**config.mk**
```make
export PLATFORM = sky130hd
export DESIGN_NAME = n64_tx_frame_ctrl
export DESIGN_NICKNAME = d
export VERILOG_FILES = /design/src/rtl/n64_tx_frame_ctrl.sv
export SDC_FILE = /design/constraint.sdc
export NUM_CORES = 1
export LEC_CHECK = 0
export BUFFER_PORTS_ARGS = -buffer_cell sky130_fd_sc_hd__buf_2
export CAP_MARGIN = 20
export CORE_MARGIN = 2
export CORE_UTILIZATION = 40
export CTS_CLUSTER_DIAMETER = 30
export DETAILED_ROUTE_END_ITERATION = 12
export GPL_ROUTABILITY_DRIVEN = 0
export PLACE_DENSITY = 0.66
export SETUP_SLACK_MARGIN = 0.2
export SLEW_MARGIN = 20
export SYNTH_ARGS = -nofsm -noshare
export SYNTH_HDL_FRONTEND = slang
export SYNTH_SLANG_ARGS = --single-unit
```
**constraint.sdc**
```tcl
create_clock -name sys_clk -period 3.9 [get_ports sys_clk]
set_clock_uncertainty 0.2 [all_clocks]
set_input_delay 0.39 -clock sys_clk [delete_from_list [all_inputs] [get_ports sys_clk]]
set_output_delay 0.39 -clock sys_clk [all_outputs]
set_load 0.005 [all_outputs]
```
**src/rtl/n64_tx_frame_ctrl.sv**
```systemverilog
// n64_tx_frame_ctrl
//   Sequences one N64/GameCube transmit frame over a single-bit pulse
//   transmitter: byte_count bytes sent MSB-first, followed by one stop bit.
//   Bytes arrive on a ready/valid stream. Each bit is issued as a one-cycle
//   trigger with a held digit code, then the controller waits for the
//   transmitter's busy flag to rise and fall.
//
// Ports
//   sys_clk      system clock (50 MHz)
//   rst_n        asynchronous active-low reset
//   start        begin a frame (sampled only when idle)
//   byte_count   bytes in the frame, latched on start (0 = stop bit only)
//   stop_sel     latched on start; 1 = controller stop (11), 0 = console stop (10)
//   in_valid     stream byte valid
//   in_data      stream byte
//   in_ready     stream byte accepted when in_valid & in_ready
//   bit_trigger  one-cycle pulse to the transmitter
//   bit_digit    01 one, 00 zero, 11/10 stop; held until the bit completes
//   bit_busy     transmitter transmitting flag
//   busy         frame in progress
//   done         one-cycle pulse, frame completed cleanly
//   err          01 underrun, 10 rise timeout, 11 busy timeout (held to next start)
//   err_pulse    one-cycle pulse, frame aborted or flagged
module n64_tx_frame_ctrl #(
  parameter int CNT_W        = 7,
  parameter int RISE_TIMEOUT = 4,
  parameter int BUSY_TIMEOUT = 255
) (
  input  logic             sys_clk,
  input  logic             rst_n,
  input  logic             start,
  input  logic [CNT_W-1:0] byte_count,
  input  logic             stop_sel,
  input  logic             in_valid,
  input  logic [7:0]       in_data,
  output logic             in_ready,
  output logic             bit_trigger,
  output logic [1:0]       bit_digit,
  input  logic             bit_busy,
  output logic             busy,
  output logic             done,
  output logic [1:0]       err,
  output logic             err_pulse
);

  localparam int TMR_MAX = (RISE_TIMEOUT > BUSY_TIMEOUT) ? RISE_TIMEOUT : BUSY_TIMEOUT;
  localparam int TMR_W   = $clog2(TMR_MAX + 1);
  localparam logic [TMR_W-1:0] RISE_LAST = TMR_W'(RISE_TIMEOUT - 1);
  localparam logic [TMR_W-1:0] BUSY_LAST = TMR_W'(BUSY_TIMEOUT - 1);

  localparam logic [1:0] ERR_NONE     = 2'b00;
  localparam logic [1:0] ERR_UNDERRUN = 2'b01;
  localparam logic [1:0] ERR_RISE     = 2'b10;
  localparam logic [1:0] ERR_BUSY     = 2'b11;

  typedef enum logic [3:0] {
    S_IDLE,
    S_FETCH,
    S_TRIG,
    S_WAIT_RISE,
    S_WAIT_FALL,
    S_STOP_TRIG,
    S_STOP_RISE,
    S_STOP_FALL,
    S_DONE
  } state_t;

  state_t           state;
  logic [CNT_W-1:0] bytes_left;   // bytes not yet taken from the stream
  logic             stop_sel_q;
  logic [7:0]       shreg;
  logic [2:0]       bit_idx;
  logic [7:0]       pf_data;      // byte prefetched during bit 0
  logic             pf_valid;
  logic [TMR_W-1:0] tmr;

  logic             hs;
  logic [CNT_W-1:0] bytes_left_dec;

  assign hs             = in_valid & in_ready;
  assign bytes_left_dec = (bytes_left != '0) ? bytes_left - CNT_W'(1) : '0;

  always_ff @(posedge sys_clk or negedge rst_n) begin
    if (!rst_n) begin
      state       <= S_IDLE;
      in_ready    <= 1'b0;
      bit_trigger <= 1'b0;
      bit_digit   <= 2'b01;
      busy        <= 1'b0;
      done        <= 1'b0;
      err         <= ERR_NONE;
      err_pulse   <= 1'b0;
      bytes_left  <= '0;
      stop_sel_q  <= 1'b0;
      shreg       <= '0;
      bit_idx     <= '0;
      pf_data     <= '0;
      pf_valid    <= 1'b0;
      tmr         <= '0;
    end else begin
      bit_trigger <= 1'b0;
      done        <= 1'b0;
      err_pulse   <= 1'b0;

      case (state)
        S_IDLE: begin
          if (start) begin
            busy       <= 1'b1;
            err        <= ERR_NONE;
            bytes_left <= byte_count;
            stop_sel_q <= stop_sel;
            pf_valid   <= 1'b0;
            if (byte_count == '0) begin
              state <= S_STOP_TRIG;
            end else begin
              state    <= S_FETCH;
              in_ready <= 1'b1;
            end
          end
        end

        // Single-cycle fetch window; an absent byte is an underrun, but the
        // stop bit is still sent so the line ends on a frame boundary.
        S_FETCH: begin
          in_ready <= 1'b0;
          if (hs) begin
            shreg      <= in_data;
            bit_idx    <= 3'd7;
            bytes_left <= bytes_left_dec;
            state      <= S_TRIG;
          end else begin
            err   <= ERR_UNDERRUN;
            state <= S_STOP_TRIG;
          end
        end

        S_TRIG: begin
          bit_digit   <= {1'b0, shreg[7]};
          bit_trigger <= 1'b1;
          tmr         <= '0;
          state       <= S_WAIT_RISE;
        end

        S_WAIT_RISE: begin
          if (bit_busy) begin
            tmr   <= '0;
            state <= S_WAIT_FALL;
            // Open the prefetch window for the whole of bit 0.
            if (bit_idx == 3'd0 && bytes_left != '0 && !pf_valid)
              in_ready <= 1'b1;
          end else if (tmr == RISE_LAST) begin
            err   <= ERR_RISE;
            state <= S_DONE;
          end else begin
            tmr <= tmr + TMR_W'(1);
          end
        end

        S_WAIT_FALL: begin
          if (hs) begin
            pf_data    <= in_data;
            pf_valid   <= 1'b1;
            bytes_left <= bytes_left_dec;
            in_ready   <= 1'b0;
          end
          if (!bit_busy) begin
            in_ready <= 1'b0;
            if (bit_idx != 3'd0) begin
              shreg   <= {shreg[6:0], 1'b0};
              bit_idx <= bit_idx - 3'd1;
              state   <= S_TRIG;
            end else if (hs) begin
              // Byte arrived on the very cycle the bit ended: use it directly.
              shreg    <= in_data;
              bit_idx  <= 3'd7;
              pf_valid <= 1'b0;
              state    <= S_TRIG;
            end else if (pf_valid) begin
              shreg    <= pf_data;
              bit_idx  <= 3'd7;
              pf_valid <= 1'b0;
              state    <= S_TRIG;
            end else if (bytes_left != '0) begin
              in_ready <= 1'b1;
              state    <= S_FETCH;
            end else begin
              state <= S_STOP_TRIG;
            end
          end else if (tmr == BUSY_LAST) begin
            err      <= ERR_BUSY;
            in_ready <= 1'b0;
            state    <= S_DONE;
          end else begin
            tmr <= tmr + TMR_W'(1);
          end
        end

        S_STOP_TRIG: begin
          bit_digit   <= stop_sel_q ? 2'b11 : 2'b10;
          bit_trigger <= 1'b1;
          tmr         <= '0;
          state       <= S_STOP_RISE;
        end

        S_STOP_RISE: begin
          if (bit_busy) begin
            tmr   <= '0;
            state <= S_STOP_FALL;
          end else if (tmr == RISE_LAST) begin
            err   <= ERR_RISE;
            state <= S_DONE;
          end else begin
            tmr <= tmr + TMR_W'(1);
          end
        end

        S_STOP_FALL: begin
          if (!bit_busy) begin
            state <= S_DONE;
          end else if (tmr == BUSY_LAST) begin
            err   <= ERR_BUSY;
            state <= S_DONE;
          end else begin
            tmr <= tmr + TMR_W'(1);
          end
        end

        S_DONE: begin
          busy <= 1'b0;
          if (err == ERR_NONE) done      <= 1'b1;
          else                 err_pulse <= 1'b1;
          state <= S_IDLE;
        end

        default: state <= S_IDLE;
      endcase
    end
  end

endmodule

```
==> flow_summary_export.csv, run 1 <==
group,metric,value,unit
route,vias,2469,
timing,min_period,2.819,ns
grt,grt_pass1_wl,10950,µm
finish,fin_nets,368,
critical_path,path_cells,"buf_4 -> nor2b_1 -> a21boi_0 -> a21oi_1 -> o2111ai_1 -> mux2_2",
finish,stdcell_area,3203,µm²
placement,dp_hpwl,4747,µm
critical_path,crit_path_end_kind,"register",
grt,grt_max_degree,50,
finish,n_antenna_cell,0,
route,first_iter_violations,156,
die,start_util,40.71,%
placement,preCtsSetupSlack,1.136,ns
power_and_ir_drop,powerDensity,716.4,nW/µm²
synth,synth_nets,347,
synth,synthTopCellsByArea,"dfrtp_1 41%, mux2_2 4.7%, a21oi_1 4.0%",
worst_hold_path,min-delay-start,"byte_count[6]",
synth,synth_area,2905,µm²
route,drc_errors,0,
synth,ys.flop_type,"dfrtp_1",
timing,fmax,354.7,MHz
synth,syn-instance-count,321,
power_and_ir_drop,peakVddDrop,0.2787,mV
cts,clk_path_buf_depth,2,
finish,area_growth,10.25,%
placement,placed_area,3094,µm²
worst_hold_path,hold_end,"bytes_left[6]",
critical_path,worst_setup_path_start_kind,"register",
power_and_ir_drop,total_power,2295,µW
cts,clk_latency,0.31,ns
placement,port_buffers,29,
worst_hold_path,hold_depth,3,
route,routedWlPerCell,14.81,µm
cts,cts-resized-gates,0,
cts,clk_pin_slew,0.09,ns
grt,grt_pass1_vias,2343,
timing,slew_headroom,43.71,%
synth,yosysTopAreaCell,"dfrtp_1",
critical_path,crit_type,"register to register",
run,maxCapViolations,0,
synth,ys_ff_latch,49,
synth,seq_area_frac_synth,42.25,%
critical_path,critPathBufInv,1,
run_status,status,"finished clean",
critical_path,cp.required,3.89,ns
synth,synth_edf_count,0,
synth,synthMostInstantiatedCell,"dfrtp_1",
critical_path,crit_family,"compound AO/OA/AOI/OAI gates",
cts,cts_buffers,5,
cts,cts_tree,"yes",
finish,drive_gt1_share,16.91,%
die,die_height,89.23,µm
die,row_count,31,
route,dr.pass1.iters,4,
cts,cts_htree_levels,2,
critical_path,critPathMaxFanout,18,
critical_path,arrival,2.81,ns
critical_path,reg2reg_depth,6,
critical_path,worstReg2RegEnd,"err[1]",
timing,finalSetupViolCount,0,
timing,setup_tns,0,ns
timing,post-route-period-util,72.29,%
critical_path,r2r_slack,1.08,ns
worst_hold_path,holdCritPathClass,"primary input to register",
die,ios,30,
timing,postLayoutSetupSlackWorst,1.081,ns
synth,postSynthAreaPerCell,9.051,µm²
route,routed_wl,6544,µm
power_and_ir_drop,cellLeakagePower,0.001423,µW
die,die_x,89.23,µm
timing,rsz0062_at_grt,"no",
timing,worst_slew_pin_slew,0.8444,ns
timing,slew_violations,0,
synth,synthTopCellsByCount,"48 x dfrtp_1, 30 x nand2_1, 23 x a21oi_1, 23 x nor2_1, 18 x o21ai_0",
die,core-area,7137,µm²
die,dieArea,7961,µm²
cts,clock_sinks,49,
critical_path,cp_slowest_cell,"dfrtp_1",
finish,fillers,733,
critical_path,regToRegStartpoint,"state[2]",
synth,yosys_warnings,0,
route,ant_nets,0,
timing,finalHoldViolCount,0,
grt,overflow,0,
synth,synthArstFlopShare,100.0,%
synth,ys_types,55,
route,via_per_inst,5.586,
synth,netlist.area_leader.share,41.34,%
grt,grt_antenna_before_repair,0,
grt,track_usage,17.61,%
cts,ctsRootBufferMaster,"clkbuf_8",
critical_path,cpPeakStageDelay,0.68,ns
-- cell usage in the layout, fill, tap and decap left out, types with 6 or more instances in the layout --
master	n
mux2i_1	9
nor2b_1	7
nor3_1	13
nand3_1	12
clkbuf_8	6
buf_2	28
nand4_1	7
mux2_2	12
nand2_1	30
nor2_1	23
a21oi_1	23
a31oi_1	9
inv_1	13
dfrtp_1	48
o21ai_0	18
-- report_power, final --
part	switching [µW]	total [µW]	internal (µW)	leakage, µW
combinational	587	1040	457	0.000767
sequential	223	934	711	0.000605
clock	172	316	144	0.0000512
total	983	2290	1310	0.00142
-- metal layers --
layer	wire length [µm]	vias up	track usage, %
li1	-	1222	-
met1	3165	1182	25.40
met2	3053	55	26.46
met3	238	10	3.324
met4	87	0	6.106
met5	0	-	0
-- stage by stage --
stage / hold WS (ns) / utilization [%] / instances
after floorplan: -0.1056 / - / 321
after global placement: 0.2635 / 43.36 / 433
after detailed placement: 0.2670 / 43.36 / 433
after CTS: 0.08771 / 44.71 / 441
after global routing: 0.09999 / 44.88 / 442
final: 0.09383 / 44.88 / 442
-- registers in the layout, summed over array words and instances (netlist names) --
name / cells
stop_sel_q: 1
pf_data: 8
in_ready: 1
err_pulse: 1
err: 2
tmr: 8
busy: 1
bit_digit: 2
bytes_left: 7
pf_valid: 1
bit_idx: 3
bit_trigger: 1
state: 4
shreg: 8
done: 1
-- worst register-to-register path: cells and delay by family (launching register included) --
family                 cells  cell delay [ns]
AND/OR/NAND/NOR            1             0.22
multiplexers               1             0.37
buffers and inverters      1             0.28
flip-flops                 1             0.68
AO/OA/AOI/OAI              3             0.95
-- cell families after synthesis --
kind of cell / share of synthesized area (%)
DFF: 42.25
AOI/OAI and AO/OA: 20.93
and+or+nand+nor: 20.71
adders and majority gates: 2.153
xor gates and xnor gates: 1.507
buffers and inverters: 4.694
muxes: 7.752
-- area by class of cell --
| type | count | area (µm²) | area share [%] |
|---|---|---|---|
| inverters | 13 | 48.80 | 1.523 |
| clock buffers | 6 | 82.58 | 2.578 |
| flip-flops and latches | 49 | 1227 | 38.32 |
| well taps | 99 | 123.9 | 3.867 |
| clock inverters | 2 | 13.76 | 0.4297 |
| repair buffers | 31 | 165.2 | 5.156 |
| multi-input cells | 242 | 1541 | 48.13 |
-- repair_timing --
action / CTS / global route
setup buffers: 0 / 0
hold buffers: 0 / 1
hold endpoints to repair: 0 / 48
-- worst max path at each step --
stage / from / end / slack [ns] / cells past startpoint
2_1_floorplan: state[0] / err[0] / 1.72 / 6
3_3_place_gp: state[2] / err[0] / 1.24 / 6
3_5_place_dp: state[2] / err[0] / 1.14 / 6
4_1_cts: state[2] / err[0] / 1.10 / 6
5_1_grt: state[0] / err[0] / 0.87 / 5
6_report: state[2] / err[1] / 1.08 / 6
Power figures use the tool's default switching activity.
==> run 2: changes to the inputs <==
ABC_AREA = 1   (was default)
clock period = 2.75 ns   (was 3.9 ns; I/O delays follow)
==> run 2 against run 1 <==
  * Largest power group unchanged
  * Cell area is 8.4% higher
  * Final cell count is 29% higher
  * Clock-buffer cell count is 1 higher
  * Synthesized cell count is 34% higher
  * Routed wire length is 8.9% higher
  * Worst setup slack worse by 0.26 ns
  * Sequential share of layout area is 3.0 points lower
  * Largest cell class unchanged
  * Highest routed layer unchanged
  * Global-route usage is 0.22 points higher
  * Sequential cell count stayed put
  * Register-to-register slack worse by 0.26 ns
==> flow_summary_export.csv, run 2 <==
group,metric,value,unit
die,dieArea,8446,µm²
critical_path,critPathMaxFanout,8,
grt,met2_usage,27.76,%
die,die_x,91.90,µm
cts,clock_sinks,49,
synth,synth_adder_area_share,2.024,%
critical_path,arrival,1.98,ns
cts,clk_pin_slew,0.09,ns
critical_path,crit_type,"register to register",
synth,ys_ff_latch,49,
critical_path,path_cells,"ha_1 -> inv_1 -> nor2_1 -> nand2_1 -> nor2_1 -> nand3_1 -> nand3_2 -> nand2_1 -> nand2_1",
cts,cts_tree,"yes",
die,row_count,32,
synth,synthTopCellsByCount,"133 x nand2_1, 48 x dfrtp_1, 48 x inv_1, 48 x nand3_1, 36 x nor2_1",
timing,rsz0062_at_grt,"no",
route,first_iter_violations,233,
synth,synthTopCellsByArea,"dfrtp_1 39%, nand2_1 16%, nand3_1 7.8%",
power_and_ir_drop,powerDensity,986.2,nW/µm²
power_and_ir_drop,cellLeakagePower,0.001873,µW
synth,syn-instance-count,431,
synth,postSynthAreaPerCell,7.170,µm²
synth,seq_area_frac_synth,39.72,%
finish,n_antenna_cell,0,
power_and_ir_drop,peakVddDrop,0.4424,mV
grt,use_met3,3.040,%
finish,fin_nets,494,
synth,synth_compound_area_share,9.838,%
cts,cts_buffers,5,
timing,post-route-period-util,70.23,%
synth,synthMostInstantiatedCell,"nand2_1",
cts,clk_path_buf_depth,2,
grt,grt_pass1_vias,2688,
grt,grt_pass1_wl,12160,µm
timing,slew_violations,0,
synth,yosysTopAreaCell,"dfrtp_1",
placement,port_buffers,29,
worst_hold_path,min-delay-start,"byte_count[0]",
critical_path,regToRegStartpoint,"tmr[0]",
run_status,status,"finished clean",
grt,grt_max_degree,21,
critical_path,cp_slowest_cell,"dfrtp_1",
route,routedWlPerCell,12.50,µm
critical_path,crit_family,"simple AND/OR/NAND/NOR gates",
grt,overflow,0,
timing,setup_tns,0,ns
synth,synthXorXnorAreaFrac,1.134,%
cts,cts_htree_levels,2,
cts,ctsRootBufferMaster,"clkbuf_8",
timing,hold_ws,0.01416,ns
grt,track_usage,17.82,%
synth,synthSimpleGateAreaFrac,39.35,%
synth,synthArstFlopShare,100.0,%
placement,preCtsSetupSlack,0.7728,ns
critical_path,critPathBufInv,1,
grt,grt_antenna_before_repair,0,
route,drc_errors,0,
route,ant_nets,0,
timing,finalHoldViolCount,0,
worst_hold_path,holdCritPathClass,"primary input to register",
finish,drive_gt1_share,16.45,%
synth,ys.flop_type,"dfrtp_1",
synth,synth_top_family_by_area,"simple AND/OR/NAND/NOR gates",
synth,netlist.area_leader.share,38.87,%
cts,cts-resized-gates,0,
finish,final_common_cell,"nand2_1",
critical_path,setup.worst_path.start,"tmr[0]",
grt,met1_usage,24.97,%
die,ios,30,
placement,dp_hpwl,5502,µm
route,dr.pass1.iters,4,
timing,postLayoutSetupSlackWorst,0.8188,ns
cts,clk_latency,0.31,ns
critical_path,crit_path_end_kind,"register",
die,start_util,40.63,%
synth,yosys_warnings,0,
route,vias,2873,
synth,synth_edf_count,0,
route,via_per_inst,5.040,
synth,synth_nets,457,
timing,finalSetupViolCount,0,
synth,synth.area.mux_share,0.3644,%
timing,worst_slew_pin_slew,0.5528,ns
timing,slew_headroom,62.92,%
critical_path,worst_setup_path_start_kind,"register",
die,core-area,7607,µm²
finish,largest_registers,"pf_data: 8 flops, shreg: 8 flops, tmr: 8 flops",
grt,top_usage_layer,"met2",
route,routed_wl,7126,µm
timing,min_period,1.931,ns
finish,mostFrequentLayoutCells,"133 x nand2_1, 48 x inv_1, 48 x nand3_1, 48 x dfrtp_1, 36 x nor2_1",
die,die_height,91.90,µm
critical_path,cpPeakStageDelay,0.43,ns
critical_path,timing.critical_path.mode_cell,"nand2_1",
synth,ys_types,34,
critical_path,cp.required,2.80,ns
synth,synth_area,3090,µm²
run,maxCapViolations,0,
timing,fmax,517.8,MHz
finish,area_growth,12.35,%
finish,stdcell_count,570,
placement,place_inst,561,
run 2: cell types whose count changed in the layout (fill, tap and decap cells not counted), moves of 7 or more:
cell / previous run / this run
nor2_1: 23 / 36
mux2_2: 12 / 1
nor3_1: 13 / 4
nand2_2: 0 / 9
o21ai_0: 18 / 25
nand3_1: 12 / 48
inv_2: 0 / 10
o21ai_1: 1 / 11
mux2i_1: 9 / 0
nor2b_1: 7 / 0
nand2_1: 30 / 133
a31oi_1: 9 / 1
a21oi_1: 23 / 3
inv_1: 13 / 48
run 2: final cells by class:
class | instances | area [µm²]
clock buffers | 7 | 86.33
multi-input cells | 320 | 1629
repair buffers | 33 | 180.2
flip-flops and latches | 49 | 1227
inverters | 59 | 221.5
well taps | 102 | 127.6
fillers | 782 | 4135
run 2: worst register-to-register path, cell delays in order (launching register included):
cell and delay (ns):
dfrtp_1 0.43, ha_1 0.28, inv_1 0.09, nor2_1 0.09, nand2_1 0.05, nor2_1 0.18, nand3_1 0.19, nand3_2 0.23
nand2_1 0.08, nand2_1 0.07
run 2: what timing repair did:
| item | in CTS | in global routing |
|---|---|---|
| endpoints found under the hold margin | 19 | 0 |
| setup buffers | 0 | 0 |
| setup endpoints to repair | 0 | 0 |
| hold buffers | 2 | 0 |
run 2: per-layer routing:
metal	wire (µm)	up-vias
li1	-	1461
met1	3495	1322
met2	3169	77
met3	318	13
met4	142	0
met5	0	-
run 2: logic make-up (layout without fill, tap and decap cells):
| logic type | Yosys count | in the layout |
|---|---|---|
| simple gates | 257 | 257 |
| buf+inv | 62 | 99 |
| compound gates | 53 | 53 |
| flops | 49 | 49 |
| fa+ha+maj | 5 | 5 |
| xor+xnor | 4 | 4 |
| mux | 1 | 1 |
run 2: report_power, final:
part | switching [µW] | total (µW) | internal, µW
Clock | 234 | 434 | 200
Combinational | 1180 | 1790 | 604
Sequential | 197 | 1200 | 1000
Total | 1620 | 3420 | 1810
run 2: worst paths after layout:
| check | cells after the start | end | slack [ns] |
|---|---|---|---|
| worst min-delay path | 3 | bytes_left[0] | 0.01 |
| worst max-delay path | 9 | tmr[3] | 0.82 |
| worst max register to register | 9 | tmr[3] | 0.82 |
| max in group asynchronous | 3 | bit_digit[0] | 1.47 |
| min in group asynchronous | 2 | tmr[0] | 0.23 |
| worst min register to register | 2 | bit_digit[1] | 0.27 |
run 2: per-stage QoR:
stage	utilization (%)	instance area [µm²]	power (µW)
after floorplan	-	3090	2543
after global placement	44.24	3366	2957
after detailed placement	44.24	3366	2988
after CTS	45.64	3472	3442
after global routing	45.64	3472	3751
final	45.64	3472	3424
==> run 3: changes to the inputs <==
PLACE_DENSITY = 0.68   (was 0.66)
clock period = 1.65 ns   (was 2.75 ns; I/O delays follow)
==> run 3 against run 2 <==
  * The run now ends with negative setup slack left
  * Fmax up 9.8%
  * Die area unchanged
  * Critical path depth down 1
  * Total power up 120%
  * Hold slack better by 0.035 ns
  * Sequential share of layout area down 8.7 points
  * Cell area up 34%
  * Via count up 15%
  * Clock power up 84%
  * Critical path type unchanged
  * Largest cell class unchanged
==> flow_summary_export.csv, run 3 (synthesis gave the netlist of run 2 again) <==
group,metric,value,unit
timing,slew_headroom,81.31,%
finish,fillers,651,
cts,clk_path_buf_depth,2,
cts,ctsRootBufferMaster,"clkbuf_8",
finish,fin_nets,577,
worst_hold_path,holdCritPathClass,"primary input to register",
timing,postLayoutSetupSlackWorst,-0.1083,ns
die,row_count,32,
cts,clk_latency,0.32,ns
route,first_iter_violations,196,
power_and_ir_drop,cellLeakagePower,0.002375,µW
worst_hold_path,hold_depth,5,
route,drc_errors,0,
worst_hold_path,min-delay-start,"byte_count[2]",
timing,post-route-period-util,106.6,%
die,start_util,40.63,%
critical_path,r2r_slack,-0.11,ns
run,maxCapViolations,0,
critical_path,regToRegStartpoint,"state[3]",
placement,dp_hpwl,5840,µm
critical_path,crit_path_end_kind,"register",
timing,min_period,1.758,ns
finish,mostFrequentLayoutCells,"102 x nand2_1, 48 x buf_4, 43 x dfrtp_1",
run_status,status,"complete, but fails checks",
critical_path,cpPeakStageDelay,0.49,ns
power_and_ir_drop,peakVddDrop,0.9456,mV
cts,cts_tree,"yes",
finish,area_growth,50.00,%
power_and_ir_drop,powerDensity,1661,nW/µm²
worst_hold_path,hold_end,"bytes_left[2]",
timing,worst_slew_pin_slew,0.2794,ns
grt,overflow,0,
route,routed_wl,8959,µm
grt,grt_pass1_wl,14350,µm
grt,track_usage,21.01,%
route,ant_nets,0,
critical_path,path_cells,"buf_6 -> nor2_4 -> nand2_4 -> nand4_4 -> buf_6 -> nand3_4 -> nand2_1 -> nand2_1",
critical_path,crit_type,"register to register",
run_status,violations,"negative setup slack",
timing,hold_ws,0.04867,ns
finish,stdcell_count,654,
timing,slew_violations,0,
critical_path,critPathBufInv,2,
placement,port_buffers,29,
grt,grt_max_degree,50,
finish,drive_gt1_share,41.49,%
timing,fmax,568.7,MHz
finish,final_common_cell,"nand2_1",
die,die_height,91.90,µm
critical_path,worstReg2RegEnd,"tmr[1]",
critical_path,cp.required,1.66,ns
grt,grt_pass1_vias,3191,
critical_path,arrival,1.77,ns
die,die_x,91.90,µm
die,dieArea,8446,µm²
finish,utilization,60.94,%
timing,finalSetupViolCount,26,
timing,finalHoldViolCount,0,
route,vias,3293,
finish,n_antenna_cell,0,
die,ios,30,
route,routedWlPerCell,13.70,µm
critical_path,crit_family,"simple AND/OR/NAND/NOR gates",
grt,grt_antenna_before_repair,0,
route,dr.pass1.iters,4,
timing,rsz0062_at_grt,"yes",
cts,clock_sinks,49,
die,core-area,7607,µm²
critical_path,worst_setup_path_start_kind,"register",
critical_path,cp_slowest_cell,"dfrtp_2",
critical_path,reg2reg_depth,8,
cts,cts_buffers,5,
timing,setup_tns,-1.383,ns
critical_path,critPathMaxFanout,8,
cts,cts_htree_levels,2,
route,via_per_inst,5.035,
placement,place_inst,603,
cts,clk_pin_slew,0.10,ns
finish,largest_registers,"pf_data: 8 flops, shreg: 8 flops, tmr: 8 flops",
## run 3: changes by cell type in the layout (fill, tap and decap cells not counted), moves of 7 or more
cell / before / now
buf_6: 0 / 19
nor2_1: 36 / 28
nor2_4: 6 / 13
nand2_1: 133 / 102
nand2_2: 9 / 31
o21ai_2: 0 / 7
o21ai_0: 25 / 13
nand3_1: 48 / 37
buf_4: 2 / 48
inv_1: 48 / 39
dlygate4sd3_1: 2 / 14
nand3_2: 2 / 10
nand2_4: 5 / 13
## run 3: worst max-delay path by stage
| stage | start | to | slack [ns] | depth (start not counted) |
|---|---|---|---|---|
| floorplan | state[1] | shreg[2] | 0.06 | 8 |
| global placement | state[0] | shreg[4] | -0.05 | 8 |
| detailed placement | state[0] | shreg[2] | -0.06 | 8 |
| CTS | state[2] | in_ready | -0.04 | 8 |
| global route | state[3] | tmr[1] | -0.16 | 8 |
| finish | state[3] | tmr[1] | -0.11 | 8 |
## run 3: worst register-to-register path: cells and delay by family (launching register included)
kind,cells,cell delay [ns]
simple gates,6,0.70
flops,1,0.49
buf+inv,2,0.27
## run 3: area by class of cell
type / instances / area (µm²) / area share, %
clock buffer: 5 / 68.82 / 1.484
clock inverter: 3 / 28.78 / 0.6208
inverter: 59 / 239.0 / 5.155
multi-input combinational: 323 / 2016 / 43.48
sequential: 49 / 1234 / 26.61
tap: 102 / 127.6 / 2.753
timing repair buffer: 113 / 922.1 / 19.89
## run 3: where the power goes
group	switching, µW	internal [µW]	leakage (µW)
registers	367	1680	0.000607
clock network	477	321	0.0000511
logic	2730	2130	0.00172
## run 3: metrics by stage
stage / instance area (µm²) / setup WS [ns] / power (µW)
2_1_floorplan: 3161 / 0.06412 / 4351
3_3_place_gp: 3764 / -0.04738 / 5509
3_5_place_dp: 3764 / -0.06020 / 5581
4_1_cts: 4367 / -0.04410 / 7015
5_1_grt: 4636 / -0.1626 / 8266
6_report: 4636 / -0.1083 / 7700
## run 3: layer usage
metal	vias to the layer above	GRT usage (%)	wire length [µm]
li1	1648	-	-
met1	1551	25.52	3825
met2	80	37.56	4629
met3	14	3.205	340
met4	0	7.711	164
met5	-	0	0
## run 3: what timing repair did
action / CTS / global route
resized for setup: 66 / 57
cloned: 3 / 1
hold buffers: 14 / 0
setup buffers: 15 / 10
endpoints found under the hold margin: 63 / 0
setup endpoints to repair: 46 / 48
pin swaps: 28 / 30
